--- src/rtl/inst_fetch_queue.sv ---
// Instruction fetch queue: issues sequential PCs to a pipelined imem port and buffers the returned words.
// Optional same-cycle bypass of an empty queue is enabled by defining FETCH_BYPASS_EN.
module inst_fetch_queue #(
  parameter int          DEPTH    = 4,
  parameter logic [31:0] RESET_PC = 32'h0000_0000,
  parameter logic [31:0] NOP_INST = 32'h0000_0013
) (
  input  logic                       clk,
  input  logic                       reset,
  output logic                       imem_req,
  output logic [31:0]                imem_addr,
  input  logic                       imem_gnt,
  input  logic                       imem_rvalid,
  input  logic [31:0]                imem_rdata,
  input  logic                       redirect,
  input  logic [31:0]                redirect_pc,
  input  logic                       stall,
  output logic                       inst_valid,
  output logic [31:0]                inst,
  output logic [31:0]                inst_pc,
  output logic [$clog2(DEPTH+1)-1:0] q_count
);
  localparam int CW = $clog2(DEPTH + 1);
  localparam int AW = $clog2(DEPTH);

  logic [31:0]   fetch_pc;
  logic [CW-1:0] outstanding, drop_cnt, count, out_next;
  logic [31:0]   pf_mem [DEPTH];
  logic [AW-1:0] pf_wr, pf_rd;
  logic [31:0]   q_inst [DEPTH];
  logic [31:0]   q_pc   [DEPTH];
  logic [AW-1:0] q_wr, q_rd;
  logic [CW:0]   credit_used;
  logic          grant, resp, resp_live, bypass, push, pop;
  logic [31:0]   resp_pc;
  logic          unused_redirect_lsbs;

  assign unused_redirect_lsbs = ^redirect_pc[1:0];

  // Outstanding already includes responses still to be dropped, so the FIFO can never overflow.
  assign credit_used = {1'b0, count} + {1'b0, outstanding};
  assign resp_pc     = pf_mem[pf_rd];

  always_comb begin
    imem_req  = !reset && !redirect && (credit_used < (CW+1)'(DEPTH));
    imem_addr = fetch_pc;
    grant     = imem_req && imem_gnt;
    resp      = imem_rvalid && (outstanding != '0);
    resp_live = resp && (drop_cnt == '0) && !redirect;
`ifdef FETCH_BYPASS_EN
    bypass    = resp_live && (count == '0) && !reset;
`else
    bypass    = 1'b0;
`endif
    pop       = (count != '0) && !stall && !redirect;
    push      = resp_live && !(bypass && !stall);
    q_count   = count;
    if (count != '0) begin
      inst_valid = 1'b1;
      inst       = q_inst[q_rd];
      inst_pc    = q_pc[q_rd];
    end else if (bypass) begin
      inst_valid = 1'b1;
      inst       = imem_rdata;
      inst_pc    = resp_pc;
    end else begin
      inst_valid = 1'b0;
      inst       = NOP_INST;
      inst_pc    = 32'h0;
    end
  end

  // A grant and a response in the same cycle cancel out.
  always_comb begin
    unique case ({grant, resp})
      2'b10:   out_next = outstanding + 1'b1;
      2'b01:   out_next = outstanding - 1'b1;
      default: out_next = outstanding;
    endcase
  end

  always_ff @(posedge clk) begin
    if (grant) pf_mem[pf_wr] <= fetch_pc;
    if (push) begin
      q_inst[q_wr] <= imem_rdata;
      q_pc[q_wr]   <= resp_pc;
    end
  end

  always_ff @(posedge clk or posedge reset) begin
    if (reset) begin
      fetch_pc    <= RESET_PC;
      outstanding <= '0;
      drop_cnt    <= '0;
      count       <= '0;
      pf_wr       <= '0;
      pf_rd       <= '0;
      q_wr        <= '0;
      q_rd        <= '0;
    end else begin
      outstanding <= out_next;
      if (grant) begin
        pf_wr    <= pf_wr + 1'b1;
        fetch_pc <= fetch_pc + 32'd4;
      end
      if (resp) pf_rd <= pf_rd + 1'b1;
      if (redirect) begin
        // Everything still in flight after this cycle's response is stale.
        fetch_pc <= {redirect_pc[31:2], 2'b00};
        drop_cnt <= out_next;
        count    <= '0;
        q_wr     <= '0;
        q_rd     <= '0;
      end else begin
        if (resp && (drop_cnt != '0)) drop_cnt <= drop_cnt - 1'b1;
        if (push) q_wr <= q_wr + 1'b1;
        if (pop)  q_rd <= q_rd + 1'b1;
        unique case ({push, pop})
          2'b10:   count <= count + 1'b1;
          2'b01:   count <= count - 1'b1;
          default: count <= count;
        endcase
      end
    end
  end

  // A response with nothing outstanding is a memory-side protocol violation.
  always @(posedge clk) begin
    if (!reset && imem_rvalid) assert (outstanding != '0);
  end
endmodule

--- config.mk ---
export PLATFORM = sky130hd
export DESIGN_NAME = inst_fetch_queue
export DESIGN_NICKNAME = d
export VERILOG_FILES = /design/src/rtl/inst_fetch_queue.sv
export SDC_FILE = /design/constraint.sdc
export NUM_CORES = 1
export LEC_CHECK = 0
export ABC_AREA = 1
export BUFFER_PORTS_ARGS = -buffer_cell sky130_fd_sc_hd__buf_2
export CAP_MARGIN = 20
export CORE_AREA = 2 2 252 204
export DETAILED_ROUTE_END_ITERATION = 16
export DIE_AREA = 0 0 254 206
export PLACE_DENSITY = 0.61
export SYNTH_ARGS = -nofsm -noshare
export SYNTH_HDL_FRONTEND = slang
export SYNTH_SLANG_ARGS = --single-unit
--- constraint.sdc ---
create_clock -name clk -period 4.5 [get_ports clk]
set_clock_uncertainty 0.15 [all_clocks]
set_input_delay 0.9 -clock clk [delete_from_list [all_inputs] [get_ports clk]]
set_output_delay 0.9 -clock clk [all_outputs]
set_load 0.01 [all_outputs]
==> impl_metrics.toml <==
[yosys]
yosysMostFrequentCell = "edfxtp_1"
yosys_warnings = 0
yosys_most_used_dff = "edfxtp_1"
netlist-cell-type-count = 32
synth_top_cell_by_area = "edfxtp_1"
syn_avg_cell_area_um2 = 11.34
yosys.area_share.simple_pct = 14.33
synth.mux.area_fraction_pct = 0
post_synth_fa_ha_maj_area_fraction_pct = 1.243
synth-xor-area-share_pct = 0.8597
synth-async-reset-ratio_pct = 11.33
synth_compound_area_share_pct = 9.305
synth.top_cells.by_count = "edfxtp_1, nor2_1, o21ai_0, nand2_1"
syn-instance-count = 1527
synth.top_cell.area_share_pct = 63.81
ys_seq_elements = 415
post_synth_instance_area_um2 = 17320
synth_top_family_by_area = "simple AND/OR/NAND/NOR gates"
synth-seq-area-share_pct = 70.60
synth_enable_flop_cells = 368
synth_area_leaders = "edfxtp_1, nor2_1, dfrtp_1"

[placement]
port-buffer-count = 164
dp_hpwl_mm = 24.87
final_replace_weighted_congestion = 0.8133
placed_cells = 2327

[power_and_ir_drop]
p_leak_nw = 7.501
sw_power_mw = 3.860
clock_power_share_pct = 30.4
vdd_ir_drop_max_mv = 0.2117
cellInternalPower_mw = 7.761
swShare_pct = 33.22
powerDensity_nw_per_um2 = 570.7
logic_pwr_share_pct = 26.5
seqPwrFrac_pct = 43.1

[drt]
detailroute.via_count = 11510
ant_nets = 0
vias_per_cell = 4.782
remaining_drc_errors = 0
wirelength_mm = 41.03
wl_per_cell_um = 17.05
detailed_routing_iterations_pass_1 = 5
dr.first_iter.drc_count = 913

[cts]
clockRootBuffer = "clkbuf_16"
cts-hold-fix-buffers = 0
cts.htree.levels = 2
cts.path.max_buffers = 3
tritoncts.num_buffers = 43
cts_repair_resize_count = 0
cts.reportedPaths.clkPinSlew_ns = 0.06
clock-sinks = 415
post_cts_buffers = 0
insertion_delay_ns = 0.55
clock_tree_from_tritoncts = "built"

[setup_path]
cp-start-kind = "flip-flop"
criticalPathCategory = "flip-flop to output port"
endpoint_type_of_the_worst_setup_path = "output port"
critical_path.max_fanout = 46
cp_data_arrival_time_ns = 2.79
worst-endpoint-required_ns = 3.45

[sta]
period_share_pct = 85.37
report.final.hold_viol_count = 0
slew_headroom_pct = 32.74
max_slew.worst_pin.slew_ns = 1.008
setup_viol = 0
rsz0062_at_grt = "false"
minimum_clock_period_ns = 3.842
fmaxAchievable_mhz = 260.3
final_slew_viol_count = 0
hold_ws_ns = 0.3761

[floorplanning]
placement_rows = 74
num_io_pins = 171
chipHeight_um = 206
design.core.area_um2 = 50180
initial_utilization_pct = 34.51
fp.dieArea_um2 = 52320
die-width_um = 254

[grt]
grt_overflow_total = 0
track_usage_pct = 15.64
grt_pass1_wl_mm = 62.74
maximum_number_of_pins_on_one_net_before_global_route_repair = 63
grt_pass1_vias = 10870
antenna_violations_before_repair = 0

[layout]
design.final.nets = 1774
final_cells = 2407
areaGrowthSynthToFinish_pct = 17.59
layout-drive-gt1-share_pct = 16.49

[hold_path]
min-delay-path-class = "input port to asynchronous set/reset pin"

[outcome]
run_status = "finished, final reports clean"

[run]
cap_viol_max_count = 0
[metal layers]
metal  global-route usage [%]  share of wire (%)  vias up
li1                         -                  -     5611
met4                    3.340                1.6        0
met3                    3.312                6.2       55
met5                        0                  0        -
met2                    24.57                 45      305
met1                    22.37                 47     5540
[power groups by stage]
stage | clock network [mW] | registers, mW | logic, mW
2_1_floorplan | 0 | 4.99 | 1.94
3_3_place_gp | 0 | 5.08 | 3.07
3_5_place_dp | 0 | 5.09 | 3.14
4_1_cts | 3.64 | 5.01 | 3.15
5_1_grt | 3.79 | 5.05 | 3.48
6_report | 3.53 | 5.01 | 3.08
[final cells by class]
class | count | area [um2]
Antenna cell | 1 | 2.502
Clock buffer | 55 | 1174
Clock inverter | 24 | 232.7
Fill cell | 4802 | 29820
Inverter | 66 | 249.0
Multi-Input combinational cell | 968 | 4512
Sequential cell | 415 | 12230
Tap cell | 684 | 855.8
Timing Repair Buffer | 194 | 1109
[registers in the layout (all words and copies together), names as in the netlist]
name         count
q_inst         128
pf_mem         120
q_pc           120
imem_addr       30
drop_cnt         3
outstanding      3
q_count          3
pf_rd            2
pf_wr            2
q_rd             2
q_wr             2
[through the flow]
stage                     setup WS, ns  setup TNS (ns)  utilization, %  power [mW]  area (um2)
after floorplan               -0.06107          -15.14               -       6.928       17330
after global placement           1.233               0           37.78       8.149       18960
after detailed placement         1.185               0           37.78       8.228       18960
after CTS                       0.5863               0           40.58       11.79       20360
after global routing            0.4140               0           40.58       12.32       20360
final                           0.6582               0           40.58       11.62       20370
[logic make-up after synthesis]
kind of cell | count (synthesis)
compound gates | 305
xor+xnor | 17
fa+ha+maj | 16
buf+inv | 147
flops | 415
other cells | 1
simple gates | 626
[cell usage in the layout (no fill, tap or decap), types with 2 or more instances in the layout]
cell,n
xor2_1,8
nor2_1,357
clkbuf_16,45
clkbuf_1,9
o211ai_1,7
nand3b_1,9
edfxtp_1,368
buf_2,164
buf_12,5
ha_1,14
o21ai_0,197
nand2_4,2
nand2_1,195
o311ai_0,2
inv_2,5
clkinv_2,11
nand4_1,2
nand3_1,48
nor2_4,5
a21oi_1,62
nor2_2,8
buf_4,25
o22ai_1,30
conb_1,4
xnor2_1,9
o21bai_1,4
clkinvlp_4,4
fa_1,2
clkinv_1,4
bufinv_16,4
dfrtp_1,45
inv_1,60
[worst max-delay path: stages (launching register included)]
cell and delay [ns]:
dfrtp_4 0.69, inv_2 0.54, buf_4 0.38, nor2_1 0.06, o311ai_0 0.31, buf_2 0.23
[worst paths after layout]
check	cells after the start	start	slack [ns]	to
min in group clk	3	redirect_pc[11]	0.41	imem_addr[11]$_DFFE_PP0N_
worst min register to register	2	drop_cnt[1]$_DFFE_PP0P_	0.43	drop_cnt[1]$_DFFE_PP0P_
worst min-delay path	3	reset	0.38	imem_addr[2]$_DFFE_PP0N_
worst max register to register	13	q_count[2]$_DFFE_PP0P_	1.56	drop_cnt[1]$_DFFE_PP0P_
worst max-delay path	5	q_rd[0]$_DFFE_PP0P_	0.66	inst[1]
max in group asynchronous	3	reset	3.31	q_rd[0]$_DFFE_PP0P_
Power figures use the tool's default switching activity.
